===== config.mk =====
export PLATFORM = sky130hd
export DESIGN_NAME = alsu_result_collector
export DESIGN_NICKNAME = d
export VERILOG_FILES = /design/src/rtl/alsu_result_collector.sv
export SDC_FILE = /design/constraint.sdc
export NUM_CORES = 1
export LEC_CHECK = 0
export ABC_CLOCK_PERIOD_IN_PS = 6800
export CAP_MARGIN = 20
export CELL_PAD_IN_SITES_DETAIL_PLACEMENT = 0
export CELL_PAD_IN_SITES_GLOBAL_PLACEMENT = 1
export CORE_MARGIN = 8
export CORE_UTILIZATION = 35
export CTS_CLUSTER_SIZE = 20
export DETAILED_ROUTE_END_ITERATION = 12
export PLACE_DENSITY = 0.62
export REMOVE_ABC_BUFFERS = 1
export SETUP_SLACK_MARGIN = 0.02
export SLEW_MARGIN = 20
export SYNTH_ARGS = -nofsm -noshare
export SYNTH_HDL_FRONTEND = slang
export SYNTH_SLANG_ARGS = --single-unit

===== constraint.sdc =====
create_clock -name clk -period 6.8 [get_ports clk]
set_input_delay 1.36 -clock clk [delete_from_list [all_inputs] [get_ports clk]]
set_output_delay 1.36 -clock clk [all_outputs]
set_load 0.01 [all_outputs]

===== src/rtl/alsu_result_collector.sv =====
// rtl/alsu_result_collector.sv - collects ALSU results into an FWFT FIFO with saturating sum, error and drop counters
module alsu_result_collector #(
    parameter int DEPTH = 8,
    parameter int ACC_W = 12,
    parameter int CNT_W = 8
) (
    input  logic                     clk,
    input  logic                     rst,
    input  logic                     in_valid,
    input  logic [5:0]               out_in,
    input  logic [15:0]              leds_in,
    input  logic                     rd_en,
    output logic [6:0]               rd_data,
    output logic                     empty,
    output logic                     full,
    output logic [$clog2(DEPTH):0]   count,
    output logic [ACC_W-1:0]         sum_acc,
    output logic [CNT_W-1:0]         err_cnt,
    output logic [CNT_W-1:0]         drop_cnt,
    output logic                     dropped
);

    localparam int PW = $clog2(DEPTH);
    localparam logic [PW:0] FULL_CNT = DEPTH[PW:0];

    logic [6:0]    mem [DEPTH];
    logic [PW-1:0] wr_ptr;
    logic [PW-1:0] rd_ptr;

    logic          inv;
    logic          push;
    logic          pop;
    logic          drop;
    logic [ACC_W:0]   sum_wide;
    logic [ACC_W-1:0] sum_sat;

    // A full FIFO still accepts a push when the reader frees a slot in the same cycle
    assign inv  = |leds_in;
    assign push = in_valid & (~full | rd_en);
    assign pop  = rd_en & ~empty;
    assign drop = in_valid & full & ~rd_en;

    assign empty   = (count == '0);
    assign full    = (count == FULL_CNT);
    assign rd_data = mem[rd_ptr];

    // Add one guard bit, then clamp when the guard and sign bits disagree
    always_comb begin
        sum_wide = {sum_acc[ACC_W-1], sum_acc} + {{(ACC_W-5){out_in[5]}}, out_in};
        sum_sat  = sum_wide[ACC_W-1:0];
        if (sum_wide[ACC_W] != sum_wide[ACC_W-1]) begin
            sum_sat = sum_wide[ACC_W] ? {1'b1, {(ACC_W-1){1'b0}}}
                                      : {1'b0, {(ACC_W-1){1'b1}}};
        end
    end

    // Storage array; contents are don't-care after reset since pointers restart
    always_ff @(posedge clk) begin
        if (push && !rst) begin
            mem[wr_ptr] <= {inv, out_in};
        end
    end

    // Pointers and occupancy; count is kept explicitly so flags decode from one register
    always_ff @(posedge clk or posedge rst) begin
        if (rst) begin
            wr_ptr <= '0;
            rd_ptr <= '0;
            count  <= '0;
        end else begin
            if (push) begin
                wr_ptr <= wr_ptr + 1'b1;
            end
            if (pop) begin
                rd_ptr <= rd_ptr + 1'b1;
            end
            case ({push, pop})
                2'b10:   count <= count + 1'b1;
                2'b01:   count <= count - 1'b1;
                default: count <= count;
            endcase
        end
    end

    // Running sum of valid results (including dropped ones) and saturating event counters
    always_ff @(posedge clk or posedge rst) begin
        if (rst) begin
            sum_acc  <= '0;
            err_cnt  <= '0;
            drop_cnt <= '0;
            dropped  <= 1'b0;
        end else begin
            if (in_valid && !inv) begin
                sum_acc <= sum_sat;
            end
            if (in_valid && inv && (err_cnt != {CNT_W{1'b1}})) begin
                err_cnt <= err_cnt + 1'b1;
            end
            if (drop) begin
                dropped <= 1'b1;
                if (drop_cnt != {CNT_W{1'b1}}) begin
                    drop_cnt <= drop_cnt + 1'b1;
                end
            end
        end
    end

endmodule

==> metrics.cfg, run 1 <==
[sta]
fin_crit_sh=0.614
drv_slew=0
setup_ws_ns=2.63
skew_ns=0.00666
fin_crit_ns=4.17
worst_pin_slew_ns=0.851
timing.setup.tns_ns=0
hold_violations=0
max_slew_margin=0.431
rsz0062_at_grt=no
timing.fmax_ghz=0.240
setup_violations=0

[floorplanning]
row_count=42
die_area_um2=17500
chipWidth_um=132
start_util=0.357
core_area_um2=13200
die_h_um=132
ios=68

[logic_synthesis]
ys_types=54
async_flop_share=0.411
yosys_warnings=0
ys.flop_type=edfxtp_1
ys_ff_latch=95
synth_top_area_share=0.356
synth_top_area_cell=edfxtp_1
synth.yosys.seq_area_share=0.562
postSynthAreaPerCell_um2=13.1
synth_cells=360
synthTopCellsByCount=edfxtp_1, dfrtp_1, nand2_1
synth_area_um2=4730
synth_edf_count=56
synth_area_leaders=edfxtp_1, dfrtp_1, mux4_2, ha_1, xnor2_1
synth_most_common_cell=edfxtp_1

[global_route]
grt_pass1_vias=3084
gr-max-usage-layer=met2
groute.layer.met3.usage=0.0377
grt_max_degree=41
grt_use_met2=0.216
antenna_found_initial=0
grt.met1_usage=0.149
grt_pass1_wl_mm=17.3
grt.overflow.total=0
track_usage=0.127

[clock_tree]
cts_resized=0
cts_root_buf=clkbuf_16
ctsHoldBuffers=0
clk_pin_slew_worst_paths_ns=0.07
clock_path_buffers=2
cts_buffers=9
post_cts_buffers=0
cts_sinks=95
insertion_delay_ns=0.35
tritoncts=built
h-tree-depth=3

[worst_setup_path]
crit_required_ns=7.07
setup.worst_path.start=out_in[5]
critical_path.cell_chain=clkdlybuf4s50_1 -> ha_1 -> o21ai_1 -> nor2b_1 -> a21oi_2 -> a211oi_4 -> xnor2_2 -> maj3_2 -> o21ai_2
rr_startpoint=sum_acc[1]
start_kind=input port
cp_data_arrival_time_ns=4.44
end_kind=flip-flop
path_max_fanout=15
max_stage_delay_ns=0.87
cp_slowest_cell=clkdlybuf4s50_1
crit_type=input port to flip-flop

[route]
drc=0
wl_per_cell_um=17.5
vias=3099
dr.pass1.iters=4
wirelength_mm=10.7
drt_iter0_drc=176
via_per_inst=5.05
antenna_left=0

[power_and_ir_drop]
p_per_area_nw_per_um2=318
peakVddDrop_v=0.000224
p_leak_nw=2.27

[place]
dpl_worst_slack_ns=2.31
place_hpwl_mm=7.65
portBuffers=67
finalWeightedCongestion=0.827

[hold_path]
hold_path_class=flip-flop to flip-flop
min_from=dropped

[status]
outcome=completed

[flow_run]
cap_violations=0

[cells_and_area]
nets=480
areaGrowthSynthToFinish_pct=25.2
final_layout_size_suffix_gt1_frac=0.153
diodes=0

## path summary, 6_finish.rpt
check	endpoint	slack (ns)	depth (start not counted)
max	sum_acc[5]	2.63	9
min	dropped	0.47	1
max reg2reg	sum_acc[5]	4.04	8
min reg2reg	dropped	0.47	1
max in group asynchronous	rd_ptr[0]	4.78	3
min in group asynchronous	count[1]	1.62	3
## power breakdown
| group | leakage (nW) | switching (mW) | internal (mW) |
|---|---|---|---|
| Sequential | 1.01 | 0.130 | 0.697 |
| Clock | 0.143 | 0.237 | 0.256 |
| Combinational | 1.12 | 0.215 | 0.345 |
## final cells by class
type / instances / area (um2)
sequential: 95 / 2660
tap: 176 / 220
clock buffer: 9 / 225
clock inverter: 7 / 66.3
timing repair buffer: 73 / 716
multi-input combinational: 232 / 1950
fill: 1265 / 7330
inverter: 22 / 82.6
## critical path: cells and delay by family
family                   cells  cell delay, ns
adder cells (fa/ha/maj)      2            0.74
buffers and inverters        1            0.87
AO/OA/AOI/OAI                4            0.96
XOR/XNOR                     1            0.27
AND/OR/NAND/NOR              1            0.23
## placed cells by master (no fill, tap or decap), types with 5 or more instances in the layout
master / instances
buf_4: 6
o21ai_0: 11
o21ai_2: 5
inv_1: 22
clkdlybuf4s50_1: 67
xor2_1: 7
a21o_1: 5
nor4_1: 7
nand2_1: 37
clkbuf_16: 9
nand3_1: 8
nor2_1: 13
mux4_2: 14
mux2_2: 10
maj3_2: 7
ha_1: 19
edfxtp_1: 56
nand4_1: 7
a21oi_1: 8
dfrtp_1: 38
xnor2_1: 17
## through the flow
stage | power (mW) | util | hold WS, ns | cells | cell area [um2]
floorplan | 1.14 | - | 0.487 | 349 | 4680
global placement | 1.41 | 0.424 | 0.450 | 598 | 5620
detailed placement | 1.42 | 0.425 | 0.455 | 598 | 5620
CTS | 1.92 | 0.447 | 0.475 | 614 | 5910
global route | 2.00 | 0.447 | 0.494 | 614 | 5910
finish | 1.88 | 0.447 | 0.470 | 614 | 5910
## layer usage
layer / up-vias / wire length [um] / share of wire
li1: 1491 / - / -
met1: 1525 / 4620 / 0.43
met2: 73 / 5450 / 0.51
met3: 10 / 506 / 0.047
met4: 0 / 139 / 0.013
met5: - / 0 / 0
## cells by family after synthesis
kind of cell / count (synthesis) / share of synthesized area
buf+inv: 33 / 0.0270
flops: 95 / 0.562
xor+xnor: 25 / 0.0479
compound gates: 57 / 0.0924
fa+ha+maj: 29 / 0.0776
simple gates: 95 / 0.0980
mux: 26 / 0.0948
## sequential cells by signal (all words and copies together), names as in the netlist
name      cells
count         4
drop_cnt      8
dropped       1
err_cnt       8
mem          56
rd_ptr        3
sum_acc      12
wr_ptr        3
No activity file was read; power rests on OpenSTA's default activity.
==> run 2, diff against run 1 <==
ABC_CLOCK_PERIOD_IN_PS = 4000   (was 6800)
clock period = 4 ns   (was 6.8 ns; I/O delays follow)
==> metrics.cfg, run 2 (same netlist as run 1, synthesis figures left out) <==
[status]
outcome=completed

[worst_setup_path]
critical_path.cell_chain=clkdlybuf4s50_1 -> ha_1 -> nor2b_1 -> o31ai_1 -> a21oi_1 -> a21o_1 -> o21ai_4 -> maj3_2 -> o21ai_1
r2r.worst_path.cells=8
rr_startpoint=sum_acc[2]
path_max_fanout=9
rr_endpoint=sum_acc[1]
cp_data_arrival_time_ns=3.57
crit_type=input port to flip-flop
end_kind=flip-flop
start_kind=input port
cp_slowest_cell=clkdlybuf4s50_1
crit_required_ns=4.23
r2r_setup_slack_ns=1.32
max_stage_delay_ns=0.56

[floorplanning]
start_util=0.357
chipWidth_um=132
die_h_um=132
ios=68
core_area_um2=13200
die_area_um2=17500
row_count=42

[sta]
hold_ws_ns=0.475
timing.fmax_ghz=0.299
skew_ns=0.0106
setup_violations=0
max_slew_margin=0.482
rsz0062_at_grt=no
worst_pin_slew_ns=0.774
timing.setup.tns_ns=0
setup_ws_ns=0.661
fin_crit_sh=0.835
hold_violations=0
fin_crit_ns=3.34
drv_slew=0

[global_route]
antenna_found_initial=0
grt_pass1_vias=3236
grt.met1_usage=0.162
grt.overflow.total=0
grt_max_degree=41
groute.layer.met3.usage=0.0328
track_usage=0.126
gr-max-usage-layer=met2
grt_use_met2=0.202
grt_pass1_wl_mm=17.4

[cells_and_area]
final_cell_mix=clkdlybuf4s50_1, edfxtp_1, dfrtp_1, nand2_1, inv_1
nets=488
diodes=0
filler_cell_count=1225
areaGrowthSynthToFinish_pct=26.3
fin_cells=622
reg_top3=mem (56), sum_acc (12)
regMostFlops=mem
final_layout_size_suffix_gt1_frac=0.164
largest_register_ffs=56
finalCoreUtilization=0.451
layout_commonest_cell=clkdlybuf4s50_1

[route]
dr.pass1.iters=4
antenna_left=0
via_per_inst=5.01
drc=0
drt_iter0_drc=145
vias=3114
wirelength_mm=10.6
wl_per_cell_um=17.0

[place]
dpl_worst_slack_ns=0.315
portBuffers=67
place_hpwl_mm=7.60
finalWeightedCongestion=0.845
dp.cells=606

[clock_tree]
clk_pin_slew_worst_paths_ns=0.07
tritoncts=built
cts_sinks=95
clock_path_buffers=2
post_cts_buffers=0
cts_resized=0
cts_root_buf=clkbuf_16
ctsHoldBuffers=0
insertion_delay_ns=0.35
h-tree-depth=3
cts_buffers=9

[power_and_ir_drop]
clkPwrFrac=0.260
net-switching-power_uw=990
peakVddDrop_v=0.000308
swShare=0.309
p_comb_frac=0.316
p_per_area_nw_per_um2=537
p_int_mw=2.22
seqPwrFrac=0.424
p_leak_nw=2.31

[hold_path]
hold_path_class=flip-flop to flip-flop
min_from=dropped
hold_depth=1
min_to=dropped

[flow_run]
cap_violations=0

-- run 2: how the worst max path moves through the flow --
stage                            end      start  depth (start not counted)
after floorplan           sum_acc[3]  out_in[3]                          8
after global placement    sum_acc[1]  out_in[2]                          9
after detailed placement  sum_acc[1]  out_in[2]                          9
after CTS                 sum_acc[1]  out_in[2]                          9
after global routing      sum_acc[1]  out_in[2]                          9
final                     sum_acc[1]  out_in[2]                          9
-- run 2: cell type report --
class | instances | area (um2) | area share
multi-input combinational | 232 | 1940 | 0.325
clock buffer | 9 | 225 | 0.0377
inverter | 22 | 82.6 | 0.0138
timing repair buffer | 81 | 776 | 0.130
clock inverter | 7 | 65.1 | 0.0109
sequential | 95 | 2660 | 0.445
tap | 176 | 220 | 0.0369
-- run 2: per-layer routing --
layer | vias to the layer above | share of wire
met5 | - | 0
met4 | 0 | 0.0089
met3 | 7 | 0.038
met2 | 72 | 0.48
met1 | 1513 | 0.47
li1 | 1522 | -
-- run 2: power groups by stage --
| stage | Clock, mW | Sequential (mW) | Combinational, mW |
|---|---|---|---|
| floorplan | 0 | 1.40 | 0.529 |
| global placement | 0 | 1.38 | 1.03 |
| detailed placement | 0 | 1.38 | 1.03 |
| CTS | 0.865 | 1.36 | 1.04 |
| global route | 0.899 | 1.39 | 1.11 |
| finish | 0.833 | 1.36 | 1.01 |
-- run 2: critical path: cells and delay by family --
kind	cells	cell delay, ns
adders and majority gates	2	0.70
buffers and inverters	1	0.56
AOI/OAI and AO/OA	5	1.34
and+or+nand+nor	1	0.17
-- run 2: stage by stage --
step,power [mW],area (um2)
final,3.21,5970
after global routing,3.40,5970
after floorplan,1.93,4680
after CTS,3.27,5970
after global placement,2.40,5680
after detailed placement,2.42,5680
